`src/rtl/ad_ip_jesd204_tpl_dac_start_ctrl_pkg.sv`:
```
// Shared state encoding for the TPL DAC start/stop sequencer.
package ad_ip_jesd204_tpl_dac_start_ctrl_pkg;

  localparam logic [2:0] ST_IDLE       = 3'd0;
  localparam logic [2:0] ST_ARMED      = 3'd1;
  localparam logic [2:0] ST_SYNC       = 3'd2;
  localparam logic [2:0] ST_WAIT_READY = 3'd3;
  localparam logic [2:0] ST_RUN        = 3'd4;

  typedef enum logic [2:0] {
    S_IDLE       = ST_IDLE,
    S_ARMED      = ST_ARMED,
    S_SYNC       = ST_SYNC,
    S_WAIT_READY = ST_WAIT_READY,
    S_RUN        = ST_RUN
  } state_t;

endpackage

```
`src/rtl/ad_ip_jesd204_tpl_dac_trig_detect.sv`:
```
// Two-flop synchronizer for the external trigger level plus a rising-edge pulse.
module ad_ip_jesd204_tpl_dac_trig_detect (
  input  logic clk,
  input  logic rst,
  input  logic trig_in,
  output logic trig_pulse
);

  // [0],[1] synchronize; [2] holds the previous synchronized level
  logic [2:0] sync_q;

  always_ff @(posedge clk) begin
    if (rst) begin
      sync_q <= '0;
    end else begin
      sync_q <= {sync_q[1:0], trig_in};
    end
  end

  assign trig_pulse = sync_q[1] & ~sync_q[2];

endmodule

```
`src/rtl/ad_ip_jesd204_tpl_dac_start_ctrl.sv`:
```
// Arm/trigger/sync/run sequencer gating the DAC DMA valid path.
// Optional arm timeout is compiled in with DAC_START_CTRL_ARM_TIMEOUT_EN.
module ad_ip_jesd204_tpl_dac_start_ctrl
  import ad_ip_jesd204_tpl_dac_start_ctrl_pkg::*;
#(
  parameter int NUM_CHANNELS  = 2,
  parameter int COUNT_WIDTH   = 16,
  parameter int TIMEOUT_WIDTH = 24
) (
  input  logic                     clk,
  input  logic                     rst,
  input  logic                     cfg_arm,
  input  logic                     cfg_disarm,
  input  logic                     cfg_sw_trig,
  input  logic                     cfg_trig_en,
  input  logic [COUNT_WIDTH-1:0]   cfg_burst_len,
  input  logic [TIMEOUT_WIDTH-1:0] cfg_timeout,
  input  logic                     ext_trig,
  input  logic [NUM_CHANNELS-1:0]  enable,
  input  logic                     link_ready,
  input  logic                     dac_dunf,
  output logic                     dac_sync,
  output logic [NUM_CHANNELS-1:0]  dac_valid,
  output logic                     run,
  output logic                     busy,
  output logic                     done,
  output logic                     dunf_sticky,
  output logic                     timeout_err
);

  state_t                 state;
  state_t                 state_next;
  logic [COUNT_WIDTH-1:0] beat_cnt;
  logic [COUNT_WIDTH-1:0] beat_inc;
  logic [COUNT_WIDTH-1:0] burst_len_q;
  logic                   ext_pulse;
  logic                   trig;
  logic                   last_beat;
  logic                   arm_accept;
  logic                   timeout_hit;

  ad_ip_jesd204_tpl_dac_trig_detect i_trig_detect (
    .clk        (clk),
    .rst        (rst),
    .trig_in    (ext_trig),
    .trig_pulse (ext_pulse)
  );

`ifdef DAC_START_CTRL_ARM_TIMEOUT_EN
  logic [TIMEOUT_WIDTH-1:0] tmo_cnt;
  logic [TIMEOUT_WIDTH-1:0] tmo_inc;

  assign tmo_inc     = tmo_cnt + TIMEOUT_WIDTH'(1);
  assign timeout_hit = (state == S_ARMED) && (cfg_timeout != '0) && (tmo_inc == cfg_timeout);

  // Counter sits at zero outside ARMED, so it starts cleared on entry
  always_ff @(posedge clk) begin
    if (rst) begin
      tmo_cnt     <= '0;
      timeout_err <= 1'b0;
    end else begin
      tmo_cnt <= (state == S_ARMED) ? tmo_inc : '0;
      if (arm_accept) begin
        timeout_err <= 1'b0;
      end else if (timeout_hit && !trig && !cfg_disarm) begin
        timeout_err <= 1'b1;
      end
    end
  end
`else
  logic unused_timeout;

  assign unused_timeout = ^cfg_timeout;
  assign timeout_hit    = 1'b0;
  assign timeout_err    = 1'b0;
`endif

  assign beat_inc  = beat_cnt + COUNT_WIDTH'(1);
  assign trig      = cfg_trig_en ? ext_pulse : cfg_sw_trig;
  assign last_beat = (state == S_RUN) && link_ready && (burst_len_q != '0) && (beat_inc == burst_len_q);

  always_comb begin
    state_next = state;
    arm_accept = 1'b0;
    case (state)
      S_IDLE: begin
        if (cfg_arm) begin
          state_next = S_ARMED;
          arm_accept = 1'b1;
        end
      end
      S_ARMED: begin
        if (trig) begin
          state_next = S_SYNC;
        end else if (timeout_hit) begin
          state_next = S_IDLE;
        end
      end
      S_SYNC:       state_next = S_WAIT_READY;
      S_WAIT_READY: if (link_ready) state_next = S_RUN;
      S_RUN:        if (last_beat) state_next = S_IDLE;
      default:      state_next = S_IDLE;
    endcase
    // Abort beats every other event, including a same-cycle arm
    if (cfg_disarm) begin
      state_next = S_IDLE;
      arm_accept = 1'b0;
    end
  end

  assign dac_sync  = (state == S_SYNC);
  assign dac_valid = (state == S_RUN) ? (enable & {NUM_CHANNELS{link_ready}}) : '0;
  assign done      = last_beat && !cfg_disarm;

  always_ff @(posedge clk) begin
    if (rst) begin
      state       <= S_IDLE;
      run         <= 1'b0;
      busy        <= 1'b0;
      beat_cnt    <= '0;
      dunf_sticky <= 1'b0;
    end else begin
      state <= state_next;
      run   <= (state_next == S_RUN);
      busy  <= (state_next != S_IDLE);
      if (state == S_SYNC) begin
        beat_cnt <= '0;
      end else if ((state == S_RUN) && link_ready) begin
        beat_cnt <= beat_inc;
      end
      if (arm_accept) begin
        dunf_sticky <= 1'b0;
      end else if ((state == S_RUN) && dac_dunf) begin
        dunf_sticky <= 1'b1;
      end
    end
  end

  // Burst length is latched once per burst so mid-burst edits are ignored
  always_ff @(posedge clk) begin
    if (state == S_SYNC) begin
      burst_len_q <= cfg_burst_len;
    end
  end

endmodule

```
`config.mk`:
```
export PLATFORM = sky130hd
export DESIGN_NAME = ad_ip_jesd204_tpl_dac_start_ctrl
export DESIGN_NICKNAME = d
export VERILOG_FILES = /design/src/rtl/ad_ip_jesd204_tpl_dac_start_ctrl_pkg.sv /design/src/rtl/ad_ip_jesd204_tpl_dac_trig_detect.sv /design/src/rtl/ad_ip_jesd204_tpl_dac_start_ctrl.sv
export SDC_FILE = /design/constraint.sdc
export NUM_CORES = 1
export LEC_CHECK = 0
export ABC_AREA = 1
export BUFFER_PORTS_ARGS = -buffer_cell sky130_fd_sc_hd__buf_4
export CORE_MARGIN = 5
export CORE_UTILIZATION = 49
export DETAILED_ROUTE_END_ITERATION = 8
export HOLD_SLACK_MARGIN = 0.03
export PLACE_DENSITY = 0.76
export SLEW_MARGIN = 15
export SYNTH_ARGS = -nofsm -noshare
export SYNTH_HDL_FRONTEND = slang
export SYNTH_SLANG_ARGS = --single-unit
```
`constraint.sdc`:
```
create_clock -name clk -period 3.6 [get_ports clk]
set_clock_uncertainty 0.1 [all_clocks]
set_input_delay 0.72 -clock clk [delete_from_list [all_inputs] [get_ports clk]]
set_output_delay 0.72 -clock clk [all_outputs]
set_load 0.02 [all_outputs]
```
==> results of run 1 <==
-- worst paths after layout --
check	startpoint	to	slack [ps]	cells past startpoint
max	beat_cnt[0]$_SDFFE_PP0P_	done	360	13
min	i_trig_detect.sync_q[0]$_SDFF_PP0_	i_trig_detect.sync_q[1]$_SDFF_PP0_	310	2
max reg2reg	beat_cnt[0]$_SDFFE_PP0P_	busy$_SDFF_PP0_	1410	16
min reg2reg	i_trig_detect.sync_q[0]$_SDFF_PP0_	i_trig_detect.sync_q[1]$_SDFF_PP0_	310	2
-- state kept, by name, summed over array words and instances, names as in the netlist --
signal and count:
state 3, run 1, beat_cnt 16, burst_len_q 16, dunf_sticky 1, busy 1, i_trig_detect.sync_q 3
-- per-layer routing --
metal / GRT usage [%] / vias to the layer above
met2: 28.9 / 72
met1: 23.3 / 999
met4: 8.42 / 0
met5: 0 / -
met3: 4.97 / 14
li1: - / 1152
-- worst min-delay path: cells and delay by family, from the launching register on --
kind	cells	cell delay, ps
buf+inv	1	40
flops	1	300
simple gates	1	30
-- kinds of logic after synthesis --
kind of cell | synth area share [%]
other | 0.157
flip-flops | 41.2
XOR/XNOR | 2.63
AO/OA/AOI/OAI | 8.30
buffers and inverters | 9.30
multiplexers | 0.473
adder cells (fa/ha/maj) | 0.525
AND/OR/NAND/NOR | 37.4
-- per-stage QoR --
| stage | cells | total power (uW) |
|---|---|---|
| 2_1_floorplan | 331 | 514 |
| 3_5_place_dp | 428 | 542 |
| 6_report | 436 | 828 |
| 5_1_grt | 436 | 866 |
| 3_3_place_gp | 428 | 541 |
| 4_1_cts | 436 | 838 |
-- report_power, final --
part	internal [uW]	switching [uW]	total (uW)
Sequential	485	1.96	487
Combinational	24.2	19.6	43.8
Clock	136	161	297
Total	646	182	828
-- cell usage in the layout (no fill, tap or decap) --
master / Yosys / routed
nand2_1: 82 / 82
inv_1: 53 / 53
nor2_1: 37 / 37
buf_4: 1 / 34
nand3_1: 31 / 31
dfxtp_1: 25 / 25
o21ai_0: 17 / 17
edfxtp_1: 16 / 16
nand4_1: 13 / 13
a21oi_1: 11 / 11
nand2_2: 5 / 5
clkbuf_8: 0 / 5
nand3b_1: 4 / 4
nor2_4: 3 / 3
nand3_2: 3 / 3
nor2_2: 3 / 3
o211ai_1: 3 / 3
xnor3_1: 2 / 2
or2_2: 2 / 2
nor3_1: 2 / 2
o21bai_1: 2 / 2
xor2_1: 2 / 2
a31oi_1: 2 / 2
clkinvlp_4: 0 / 2
nor2_8: 1 / 1
or2_1: 1 / 1
nor3_2: 1 / 1
mux2_2: 1 / 1
nor4_1: 1 / 1
clkinv_1: 1 / 1
a211oi_1: 1 / 1
ha_1: 1 / 1
conb_1: 1 / 1
clkbuf_1: 3 / 1
-- final cells by class --
type	instances	area, um^2	area share [%]
Multi-Input combinational cell	232	1180	42.3
Sequential cell	41	981	35.2
Timing Repair Buffer	34	255	9.15
Inverter	54	203	7.26
Tap cell	67	83.8	3.00
Clock buffer	6	72.6	2.60
Clock inverter	2	15.0	0.538
==> results by group, run 1 <==
Critical path
  • Arrival time of the worst setup path: 2420 ps
  • CP top delay family: simple AND/OR/NAND/NOR gates
  • Max incr delay on CP: 430 ps
  • Buf/Inv on CP: 1
  • CP Launch Type: flip-flop
  • Critical-path top delay cell: dfxtp_1
  • Data required time of the critical path: 2780 ps
  • CP cell instances: ha_1 > nand2_2 > nor2_4 > nand3_2 > nand2_1 > nand2_1 > nand2_1 > nand2_1 > nor2_1 > nand3b_1 > or2_1 > nor3_2 > buf_4
  • Critical path endpoint category: primary output
  • Worst Path Class, Setup: reg -> out
  • Most frequent CP cell: nand2_1
  • CP Max Fanout: 8

Logic synthesis
  • Yosys top cell by area: dfxtp_1
  • Sequential area share after synthesis: around two fifths
  • Synth area leaders: dfxtp_1 (21%), edfxtp_1 (20%), nand2_1 (13%)
  • Top_reg_cell synth: dfxtp_1
  • Synthesis Warnings: 0
  • Syn_area_per_cell: 7.20 um^2
  • EDFF count, synth: 16
  • Synthesized cell area: 2380 um^2
  • Ys async rst share: 0%
  • Syn nets: 383
  • Mapped Cells: 331
  • Netlist cell types: 32
  • Post-synth top area share: 21.0%
  • Most frequent cell after synthesis: nand2_1
  • Register bit total from synthesis: slightly above 40
  • Synth cell count leaders: nand2_1 (82), inv_1 (53), nor2_1 (37)

Timing
  • Final setup margin: 359 ps
  • Final setup viols: 0
  • Slew @ Worst Pin: 644 ps
  • Final worst-path cycle share: 90.0%
  • F_max: 309 MHz
  • Final setup TNS: 0 ps
  • RSZ-0062 raised after global routing: no
  • Final Critical Period: 3240 ps
  • Worst hold slack: around 310 ps
  • Max Slew Vio Count: 0
  • Final hold violation count: 0
  • Relative slew slack: 57.0%

Status
  • Status: completed

Cells and area
  • Fill cell count: 435
  • Design area: 2790 um^2
  • Final net count: 420
  • Area grow syn2layout: 17.1%
  • Util after Layout: 59.1%
  • Layout cells sized above 1: 16.3%
  • Ant diodes: 0

Global route
  • First-pass GRT wire length: 9090 um
  • Initial antenna violation count: 0
  • Vias in the first global route: 2050
  • Largest net degree at the start of global routing: 20
  • Total track usage: a little under a fifth
  • Total grt overflow: 0

Floorplan
  • Die area: 6360 um^2
  • Ports: between 50 and 60
  • Die width: 79.7 um
  • Die height: ~80 um
  • Core Area: 4720 um^2
  • Initial Utilization: 50.4%
  • # rows: 25

Placement
  • Setup Slack @ Placement: 705 ps
  • Port Buf Inserts: 33
  • DP Area: 2700 um^2
  • RePlAce Congestion: 0.876
  • HPWL Detailed: 4120 um

Clock network
  • Setup Fix Bufs, Post-CTS: 0
  • CTS buffer count: 5
  • CTS Sinks: 41
  • Maximum level of the CTS H-tree: 2
  • CTS max path bufs: 2
  • Root Driver: clkbuf_8
  • Resize count post-CTS: 0
  • Clock slew at the register clock pins of the worst setup and hold paths: 80 ps
  • Clock latency on the worst-skew pair: 300 ps
  • Hold Buf Count CTS: 0
  • CTS tree: built

Routing
  • Detail Route met2 WL: ~2400 um
  • First DRT Iteration DRCs: 141
  • Routed vias: between 2k and 2.5k
  • Drt total wl: 5290 um
  • Uppermost layer routed: met4
  • # DRC: 0
  • Antenna viol nets, final: 0
  • Drt wl/cell: 12.1 um
  • Drt pass-1 iters: 4
  • DRT met1 WL: 2350 um
  • WL met3: 324 um
  • Vias per cell: 5.13

Hold path
  • Hold Crit Class: reg -> reg

Pwr
  • Pwr Density: a little under 300 nW/um^2
  • LEAKAGE: 0.00128 uW
  • Peak supply drop: roughly 0.00025 V

Job
  • Max cap viols: 0
Power figures use the tool's default switching activity.
==> run 2, diff against run 1 <==
--- a/config.mk
+++ b/config.mk
@@ -15,4 +15,5 @@
 export SLEW_MARGIN = 15
 export SYNTH_ARGS = -nofsm -noshare
 export SYNTH_HDL_FRONTEND = slang
+export SYNTH_HIERARCHICAL = 1
 export SYNTH_SLANG_ARGS = --single-unit
==> run 2 against run 1 <==
Net effect: die area shrank 1.2%; critical path type unchanged; clock power grew 23%; register-to-register slack about the same; final cell count shrank 2.8%; hold slack lost 0.81 ps; critical path depth is the same; cell area shrank 1.1%; setup slack better by 110 ps; global-route usage down 1.1 points; first-iteration DRC count up 38%; clock-buffer cell count stayed put; sequential power barely moved.
==> results by group, run 2 <==
Logic synthesis
  • Compound-gate portion of the synthesized area: 8.79%
  • Synthesis Warnings: 6
  • Fraction of the mapped netlist area in simple logic gates: 35.2%
  • Register bit total from synthesis: 41
  • Sequential area share after synthesis: 41.8%
  • Syn nets: 384
  • Mapped Cells: 332
  • Most frequent cell after synthesis: nand2_1
  • Ys async rst share: 0%
  • Netlist cell types: 30
  • EDFF count, synth: 16
  • Largest family of logic cells by synthesized area: simple AND/OR/NAND/NOR gates
  • Syn_area_per_cell: between 7 and 8 um^2
  • Top_reg_cell synth: dfxtp_1
  • Post-synth top area share: a little over a fifth
  • Synth cell count leaders: nand2_1 (94), inv_1 (53), nor2_1 (38)
  • XOR/XNOR Fraction of Synth Area: 3.78%
  • Post-Synth Adder-Cell Area: less than 1%
  • Yosys top cell by area: dfxtp_1
  • Synth area leaders: dfxtp_1 (21%), edfxtp_1 (20%), nand2_1 (15%)
  • Post-synthesis mux area share: less than 1%
  • Synthesized cell area: between 2000 and 2500 um^2

Placement
  • HPWL Detailed: 3990 um
  • RePlAce Congestion: 0.880
  • Port Buf Inserts: 33
  • Setup Slack @ Placement: 825 ps

Clock network
  • Maximum level of the CTS H-tree: 2
  • Root Driver: clkbuf_8
  • CTS max path bufs: 2
  • Clock latency on the worst-skew pair: 300 ps
  • CTS tree: built
  • Clock slew at the register clock pins of the worst setup and hold paths: 90 ps
  • Setup Fix Bufs, Post-CTS: 0
  • Resize count post-CTS: 0
  • CTS Sinks: 41
  • CTS buffer count: 5
  • Hold Buf Count CTS: 0

Routing
  • Drt pass-1 iters: 5
  • Routed vias: 2149
  • Vias per cell: ~5.1
  • First DRT Iteration DRCs: 194
  • Drt total wl: approximately 5100 um
  • Antenna viol nets, final: 0
  • # DRC: 0
  • Drt wl/cell: 11.9 um

Timing
  • F_max: 319 MHz
  • Worst hold slack: 306 ps
  • Relative slew slack: 62.5%
  • Slew @ Worst Pin: around 560 ps
  • RSZ-0062 raised after global routing: no
  • Final Critical Period: roughly 3100 ps
  • Final hold violation count: 0
  • Final worst-path cycle share: 86.9%
  • Max Slew Vio Count: 0
  • Final setup viols: 0
  • Final setup TNS: 0 ps
  • Final setup margin: 470 ps

Pwr
  • Peak supply drop: 0.000295 V
  • Final Total Pwr: between 800 and 900 uW
  • LEAKAGE: 0.00131 uW
  • Pwr Density: 324 nW/um^2

Cells and area
  • Multi-input gate area: between 1000 and 1500 um^2
  • FF+latch area: between 900 and 1000 um^2
  • Fill cell count: 423
  • Most common cell after layout, fill and taps aside: nand2_1
  • Biggest regs: beat_cnt: 16 flops, burst_len_q: 16 flops
  • Most frequent cells in the layout: nand2_1 (94), inv_1 (53), nor2_1 (38), buf_4 (34), nand3_1 (27)
  • Area grow syn2layout: 17.5%
  • Layout cells sized above 1: 14.9%
  • Ant diodes: 0
  • Final net count: 421

Critical path
  • Reg2reg path depth: 14
  • Critical-path top delay cell: dfxtp_1
  • Max incr delay on CP: 390 ps
  • Data required time of the critical path: approximately 2800 ps
  • CP Launch Type: flip-flop
  • Worst Setup SP: beat_cnt[0]$_SDFFE_PP0P_
  • Critical Path Stages: 13
  • Reg2Reg Capture Point: busy$_SDFF_PP0_
  • Worst Path Class, Setup: reg -> out
  • Critical path endpoint category: primary output
  • CP top delay family: simple AND/OR/NAND/NOR gates
  • R2R Path Start: beat_cnt[0]$_SDFFE_PP0P_
  • Buf/Inv on CP: 1
  • Most frequent CP cell: nand2_1
  • Critical Path Sink: done
  • Flop-to-flop setup slack: ~1400 ps
  • Arrival time of the worst setup path: roughly 2300 ps
  • CP cell instances: ha_1 > nand2_2 > nor2_4 > or2_2 > nand2_1 > nand2_1 > nand2_1 > nor3_1 > nand2_1 > nor2_1 > nand3_1 > nor2_1 > buf_4
  • CP Max Fanout: 8

Global route
  • Initial antenna violation count: 0
  • Total grt overflow: 0
  • Total track usage: around 17%
  • Vias in the first global route: 1992
  • First-pass GRT wire length: about 8600 um
  • Largest net degree at the start of global routing: 21

Floorplan
  • Initial Utilization: 50.1%
  • Ports: 59
  • Die width: 79.2 um
  • # rows: 25
  • Die area: 6280 um^2
  • Die height: 79.2 um
  • Core Area: 4690 um^2

Job
  • Max cap viols: 0

Status
  • Status: completed

Hold path
  • Hold Crit Class: reg -> reg
## run 2: cell families (layout without fill, tap and decap cells)
group	Yosys count	count (layout)
and+or+nand+nor	187	187
DFF	41	41
adders and majority gates	1	1
muxes	1	1
buffers and inverters	57	95
other	1	1
xor gates and xnor gates	7	7
AOI/OAI and AO/OA	37	37
## run 2: power breakdown
part / switching (uW) / internal (uW)
clock: 159 / 206
sequential: 1.88 / 485
combinational: 19.3 / 24.6
## run 2: final cells by class
class | instances | share of cell area [%]
Timing Repair Buffer | 34 | 9.25
Inverter | 53 | 7.21
Sequential cell | 41 | 35.5
Multi-Input combinational cell | 234 | 41.7
Tap cell | 54 | 2.45
Clock buffer | 6 | 2.63
Clock inverter | 2 | 1.27
## run 2: layer usage
metal	wire (um)	GRT usage [%]
met2	2290	28.1
met5	0	0
met4	76	5.84
met3	311	2.95
met1	2380	23.3
## run 2: worst register-to-register path, delay by kind of cell, from the launching register on
family / cells / cell delay (ps)
simple gates: 12 / 1190
flops: 1 / 390
fa+ha+maj: 1 / 240
compound gates: 1 / 160
## run 2: worst min path at each step
stage                                                   from                                 end  slack (ps)  cells past startpoint
after global placement    i_trig_detect/sync_q[0]$_SDFF_PP0_  i_trig_detect/sync_q[1]$_SDFF_PP0_         300                      2
after detailed placement  i_trig_detect/sync_q[0]$_SDFF_PP0_  i_trig_detect/sync_q[1]$_SDFF_PP0_         300                      2
after global routing      i_trig_detect/sync_q[0]$_SDFF_PP0_  i_trig_detect/sync_q[1]$_SDFF_PP0_         320                      2
after CTS                 i_trig_detect/sync_q[0]$_SDFF_PP0_  i_trig_detect/sync_q[1]$_SDFF_PP0_         310                      2
after floorplan           i_trig_detect/sync_q[0]$_SDFF_PP0_  i_trig_detect/sync_q[1]$_SDFF_PP0_         290                      2
final                     i_trig_detect/sync_q[0]$_SDFF_PP0_  i_trig_detect/sync_q[1]$_SDFF_PP0_         310                      2
## run 2: stage by stage
step	std cells	utilization (%)	cell area, um^2
6_report	424	58.8	2760
5_1_grt	424	58.8	2760
4_1_cts	424	58.8	2760
3_5_place_dp	416	56.5	2650
3_3_place_gp	416	56.5	2650
2_1_floorplan	332	-	2350
